File: src/rtl/eda_out_stream_pkg.sv
// Shared types and sizing helpers for the output-RAM mask streamer.
// Optional region counter is enabled with EDA_OUT_STREAM_CNT_EN.
`ifndef CFG_M
`define CFG_M 4
`endif
`ifndef CFG_N
`define CFG_N 4
`endif

package eda_out_stream_pkg;

  typedef enum logic [0:0] {
    IDLE   = 1'b0,
    STREAM = 1'b1
  } state_e;

  function automatic int unsigned calc_num_bits(input int unsigned m, input int unsigned n);
    return m * n;
  endfunction

  function automatic int unsigned calc_num_beats(input int unsigned bits, input int unsigned w);
    return (bits + w - 1) / w;
  endfunction

  // A single-beat transfer still needs a one-bit beat counter.
  function automatic int unsigned calc_beat_w(input int unsigned beats);
    int unsigned w;
    w = $clog2(beats);
    return (w < 1) ? 1 : w;
  endfunction

  function automatic int unsigned calc_cnt_w(input int unsigned bits);
    return $clog2(bits + 1);
  endfunction

endpackage

File: src/rtl/eda_popcount.sv
// Combinational ones-count of a WIDTH-bit vector.
module eda_popcount #(
  parameter int unsigned WIDTH = 8,
  parameter int unsigned CNT_W = $clog2(WIDTH + 1)
) (
  input  logic [WIDTH-1:0] data_i,
  output logic [CNT_W-1:0] count_c
);

  always_comb begin
    count_c = '0;
    for (int i = 0; i < int'(WIDTH); i++) begin
      count_c = count_c + CNT_W'(data_i[i]);
    end
  end

endmodule

File: src/rtl/eda_output_streamer.sv
// Snapshots the regional-maximum mask on start and streams it row-major as
// OUT_WIDTH-bit beats over valid/ready. EDA_OUT_STREAM_CNT_EN adds region_count.
`ifndef CFG_M
`define CFG_M 4
`endif
`ifndef CFG_N
`define CFG_N 4
`endif

module eda_output_streamer
  import eda_out_stream_pkg::*;
#(
  parameter  int unsigned M         = `CFG_M,
  parameter  int unsigned N         = `CFG_N,
  parameter  int unsigned OUT_WIDTH = 8,
  localparam int unsigned NUM_BITS  = calc_num_bits(M, N),
  localparam int unsigned NUM_BEATS = calc_num_beats(NUM_BITS, OUT_WIDTH),
  localparam int unsigned BEAT_W    = calc_beat_w(NUM_BEATS)
`ifdef EDA_OUT_STREAM_CNT_EN
  ,
  localparam int unsigned CNT_W     = calc_cnt_w(NUM_BITS)
`endif
) (
  input  logic                      clk,
  input  logic                      reset_n,
  input  logic                      clear,
  input  logic                      start,
  input  logic [M-1:0][N-1:0]       matrix_in,
  output logic                      busy,
  output logic                      m_valid,
  input  logic                      m_ready,
  output logic [OUT_WIDTH-1:0]      m_data,
  output logic                      m_last,
  output logic [BEAT_W-1:0]         m_index,
`ifdef EDA_OUT_STREAM_CNT_EN
  output logic [CNT_W-1:0]          region_count,
`endif
  output logic                      done
);

  localparam int unsigned PAD_W = NUM_BEATS * OUT_WIDTH;
  localparam logic [BEAT_W-1:0] LAST_BEAT = BEAT_W'(NUM_BEATS - 1);

  state_e                 state_q, state_d;
  logic [NUM_BITS-1:0]    shadow_q, shadow_d;
  logic [BEAT_W-1:0]      beat_q, beat_d;
  logic                   valid_q, valid_d;
  logic                   busy_q, busy_d;
  logic [OUT_WIDTH-1:0]   data_q, data_d;
  logic                   last_q, last_d;
  logic [BEAT_W-1:0]      index_q, index_d;
  logic                   done_q, done_d;
  logic [PAD_W-1:0]       pad_c;
  logic                   start_acc_c;
  logic                   handshake_c;

  // Control: clear wins over start and handshake; start only honoured in IDLE.
  always_comb begin
    state_d     = state_q;
    shadow_d    = shadow_q;
    beat_d      = beat_q;
    done_d      = 1'b0;
    start_acc_c = 1'b0;
    handshake_c = 1'b0;
    if (clear) begin
      state_d = IDLE;
      beat_d  = '0;
    end else begin
      case (state_q)
        IDLE: begin
          if (start) begin
            start_acc_c = 1'b1;
            shadow_d    = matrix_in;
            beat_d      = '0;
            state_d     = STREAM;
          end
        end
        STREAM: begin
          if (valid_q && m_ready) begin
            handshake_c = 1'b1;
            if (beat_q == LAST_BEAT) begin
              state_d = IDLE;
              done_d  = 1'b1;
            end else begin
              beat_d = beat_q + BEAT_W'(1);
            end
          end
        end
        default: state_d = IDLE;
      endcase
    end
  end

  // Registered beat view; stable across a stall because beat/shadow are held.
  always_comb begin
    pad_c   = PAD_W'(shadow_d);
    valid_d = (state_d == STREAM);
    busy_d  = valid_d;
    last_d  = valid_d && (beat_d == LAST_BEAT);
    index_d = valid_d ? beat_d : '0;
    data_d  = valid_d ? OUT_WIDTH'(pad_c >> (32'(beat_d) * OUT_WIDTH)) : '0;
  end

  always_ff @(posedge clk or negedge reset_n) begin
    if (!reset_n) begin
      state_q  <= IDLE;
      shadow_q <= '0;
      beat_q   <= '0;
      valid_q  <= 1'b0;
      busy_q   <= 1'b0;
      data_q   <= '0;
      last_q   <= 1'b0;
      index_q  <= '0;
      done_q   <= 1'b0;
    end else begin
      state_q  <= state_d;
      shadow_q <= shadow_d;
      beat_q   <= beat_d;
      valid_q  <= valid_d;
      busy_q   <= busy_d;
      data_q   <= data_d;
      last_q   <= last_d;
      index_q  <= index_d;
      done_q   <= done_d;
    end
  end

  assign busy    = busy_q;
  assign m_valid = valid_q;
  assign m_data  = data_q;
  assign m_last  = last_q;
  assign m_index = index_q;
  assign done    = done_q;

`ifdef EDA_OUT_STREAM_CNT_EN
  localparam int unsigned POP_W = $clog2(OUT_WIDTH + 1);

  logic [POP_W-1:0] beat_pop_c;
  logic [CNT_W-1:0] count_q, count_d;

  eda_popcount #(
    .WIDTH (OUT_WIDTH),
    .CNT_W (POP_W)
  ) u_popcount (
    .data_i  (data_q),
    .count_c (beat_pop_c)
  );

  // Accumulates set mask bits of each accepted beat.
  always_comb begin
    count_d = count_q;
    if (clear || start_acc_c) begin
      count_d = '0;
    end else if (handshake_c) begin
      count_d = count_q + CNT_W'(beat_pop_c);
    end
  end

  always_ff @(posedge clk or negedge reset_n) begin
    if (!reset_n) begin
      count_q <= '0;
    end else begin
      count_q <= count_d;
    end
  end

  assign region_count = count_q;
`else
  logic unused_c;
  assign unused_c = start_acc_c ^ handshake_c;
`endif

endmodule
File: config.mk
export PLATFORM = sky130hd
export DESIGN_NAME = eda_output_streamer
export DESIGN_NICKNAME = d
export VERILOG_FILES = /design/src/rtl/eda_out_stream_pkg.sv /design/src/rtl/eda_popcount.sv /design/src/rtl/eda_output_streamer.sv
export SDC_FILE = /design/constraint.sdc
export NUM_CORES = 1
export LEC_CHECK = 0
export ABC_AREA = 1
export BUFFER_PORTS_ARGS = -buffer_cell sky130_fd_sc_hd__buf_2
export CORE_ASPECT_RATIO = 1.5
export CORE_MARGIN = 2
export CORE_UTILIZATION = 54
export DETAILED_ROUTE_END_ITERATION = 16
export PLACE_DENSITY = 0.93
export SLEW_MARGIN = 25
export SYNTH_ARGS = -nofsm -noshare
export SYNTH_HDL_FRONTEND = slang
export SYNTH_SLANG_ARGS = --single-unit
export TNS_END_PERCENT = 5
File: constraint.sdc
create_clock -name clk -period 3.4 [get_ports clk]
set_input_delay 0.51 -clock clk [delete_from_list [all_inputs] [get_ports clk]]
set_output_delay 0.51 -clock clk [all_outputs]
set_load 0.01 [all_outputs]
==> metrics.md <==
| Metric | Value |
|---|---|
| Status | finished, final reports clean |
| Synth-to-Final Area Change | 15.27% |
| Final-report max-slew violation count | 0 |
| Most area-hungry cell type in the Yosys netlist | dfrtp_1 |
| Area of the multi-input gates | 445.4 um2 |
| Top Ports | 34 |
| Mapped Cells | 130 |
| Slew @ Worst Pin | 0.5991 ns |
| Netlist cell types | 14 |
| RePlAce Congestion | 0.8191 |
| Worst path required time | 2.89 ns |
| Worst Reg2Reg Path Length in Cells | 7 |
| PortBufs | 33 |
| ANT cells | 0 |
| Hold buffer count at cts | 0 |
| Cts repair resizes | 0 |
| Worst Path Arrival | 0.97 ns |
| Layout Cells excl Fill | 184 |
| CP top delay family | flip-flops |
| Largest net degree at the start of global routing | 29 |
| Share of cells above drive strength 1 | 0.3106 |
| Final wirelength | 2280 um |
| Average size of a mapped cell | 9.394 um2 |
| Startpoint Class | register |
| Total Neg Setup Slack | 0 ns |
| Rows | 21 |
| Buf+Inv Stages, Crit Path | 1 |
| Setup-violating endpoint count in the final report | 0 |
| Leading cell type in the layout, fill and taps excluded | nand2_1 |
| CTS Buffer Depth | 2 |
| Reg area | 700.7 um2 |
| Via count of the first global-routing pass | 948 |
| Max incr delay on CP | 0.47 ns |
| #FFs+latches synth | 28 |
| Htree depth | 1 |
| Clk slew on worst S/H paths | 0.14 ns |
| Post-route ant nets | 0 |
| Die Y | 62.24 um |
| RSZ-0062 raised after global routing | false |
| Total clock buffers created by CTS | 3 |
| GRT overflow | 0 |
| Die width | 42.83 um |
| Mapped cell area | 1221 um2 |
| Critical path's slowest cell | dfrtp_1 |
| Clock Sinks | 28 |
| Top cells by area, synth | dfrtp_1, nand2_1, nor2_1, nand4_1, nand3_1 |
| Setup crit end kind | output port |
| Sequential element share of the synthesized area | 0.5738 |
| Most frequent cells in the layout | nand2_1, buf_2, dfrtp_1 |
| Number of cells on the critical path | 1 |
| DR WL/cell | 12.39 um |
| Power Total | 0.7210 mW |
| Tmin final | 1.476 ns |
| Crit-path max FO | 6 |
| Max cap viols | 0 |
| Clk_skew | 0.004946 ns |
| Fill count | 177 |
| PD cells | 512.2 nW/um2 |
| Hpwl dp | 1700 um |
| GRT Util Overall | 0.1826 |
| Vias | 941 |
| Core footprint | 2181 um2 |
| Clock latency on the worst-skew pair | 0.33 ns |
| Setup Buffers After CTS | 0 |
| Full die area | 2666 um2 |
| DRT Pass-1 Iters | 4 |
| WS Path Type | reg2out |
| Achievable Freq | 0.6776 GHz |
| Setup slack, reg-to-reg | 2.07 ns |
| Final Hold Fails | 0 |
| Initial Util | 0.5600 |
| Dpl cells | 180 |
| Initial antenna violation count | 0 |
| VDD IR max | 0.3383 mV |
| DRT iter0 DRCs | 29 |
| CTS tree | built |
| Crit-path cells | buf_2 |
| Hold Path Class | in2async |
| Leakage | 0.8123 nW |
| Post-synth top area share | 0.5738 |
| Synth Net Count | 151 |
| Global-route wire length before repair | 3829 um |
| Nets | 183 |
| Slew margin rel. | 0.6006 |
| Yosys warns | 0 |
| Clock tree root driver cell | clkbuf_4 |
| DR vias/cell | 5.114 |
| Post-route clock period utilization | 0.4341 |
| DRC viols | 0 |
logic make-up (layout without fill, tap and decap cells):
| logic type | after synthesis | count (layout) | share of synthesized area |
|---|---|---|---|
| and+or+nand+nor | 92 | 92 | 0.3647 |
| buffers and inverters | 10 | 41 | 0.06147 |
| DFF | 28 | 28 | 0.5738 |
registers in the layout (all words and copies together), names as in the netlist:
register / flops
busy: 1
shadow_q: 16
beat_q: 1
m_data: 8
m_index: 1
done: 1
through the flow:
stage / area, um2 / utilization / worst slack (ns) / hold WS, ns
after floorplan: 1221 / - / 2.168 / 0.2144
after global placement: 1355 / 0.6213 / 1.935 / 0.4492
after detailed placement: 1355 / 0.6213 / 1.878 / 0.4547
after CTS: 1408 / 0.6454 / 1.925 / 0.1721
after global routing: 1408 / 0.6454 / 1.890 / 0.2021
final: 1408 / 0.6454 / 1.924 / 0.1632
per-layer routing:
metal | wire length [um] | vias up | track usage
met4 | 58 | 0 | 0.08203
met1 | 921 | 428 | 0.2165
li1 | - | 475 | -
met3 | 100 | 8 | 0.01744
met2 | 1199 | 30 | 0.3220
met5 | 0 | - | 0
Yosys cell counts:
cell type / count
nand2_1: 46
dfrtp_1: 28
nor2_1: 18
nand3_1: 9
nand4_1: 8
nand2_2: 5
buf_6: 4
buf_4: 2
inv_1: 2
inv_2: 2
nand3_4: 2
nor2_4: 2
nand2_4: 1
nor3_2: 1
final timing paths:
check,start,end
setup / recovery,busy,m_valid
hold / removal,reset_n,busy
setup reg to reg,busy,m_data[5]
hold reg to reg,shadow_q[5],shadow_q[5]
max in group asynchronous,reset_n,shadow_q[7]
min in group clk,matrix_in[11],shadow_q[11]
area by class of cell:
cell class | instances | share of cell area
clock inverter | 1 | 0.02133
clock buffer | 3 | 0.01600
tap | 23 | 0.02044
inverter | 4 | 0.01067
multi-input combinational | 92 | 0.3164
sequential | 28 | 0.4978
timing repair buffer | 33 | 0.1173
power by group:
group	switching [mW]	leakage, nW	internal, mW
clock network	0.0951	0.0279	0.119
logic	0.0773	0.423	0.0445
registers	0.0120	0.361	0.373
total	0.185	0.812	0.536
(Power assumes the default switching activity.)
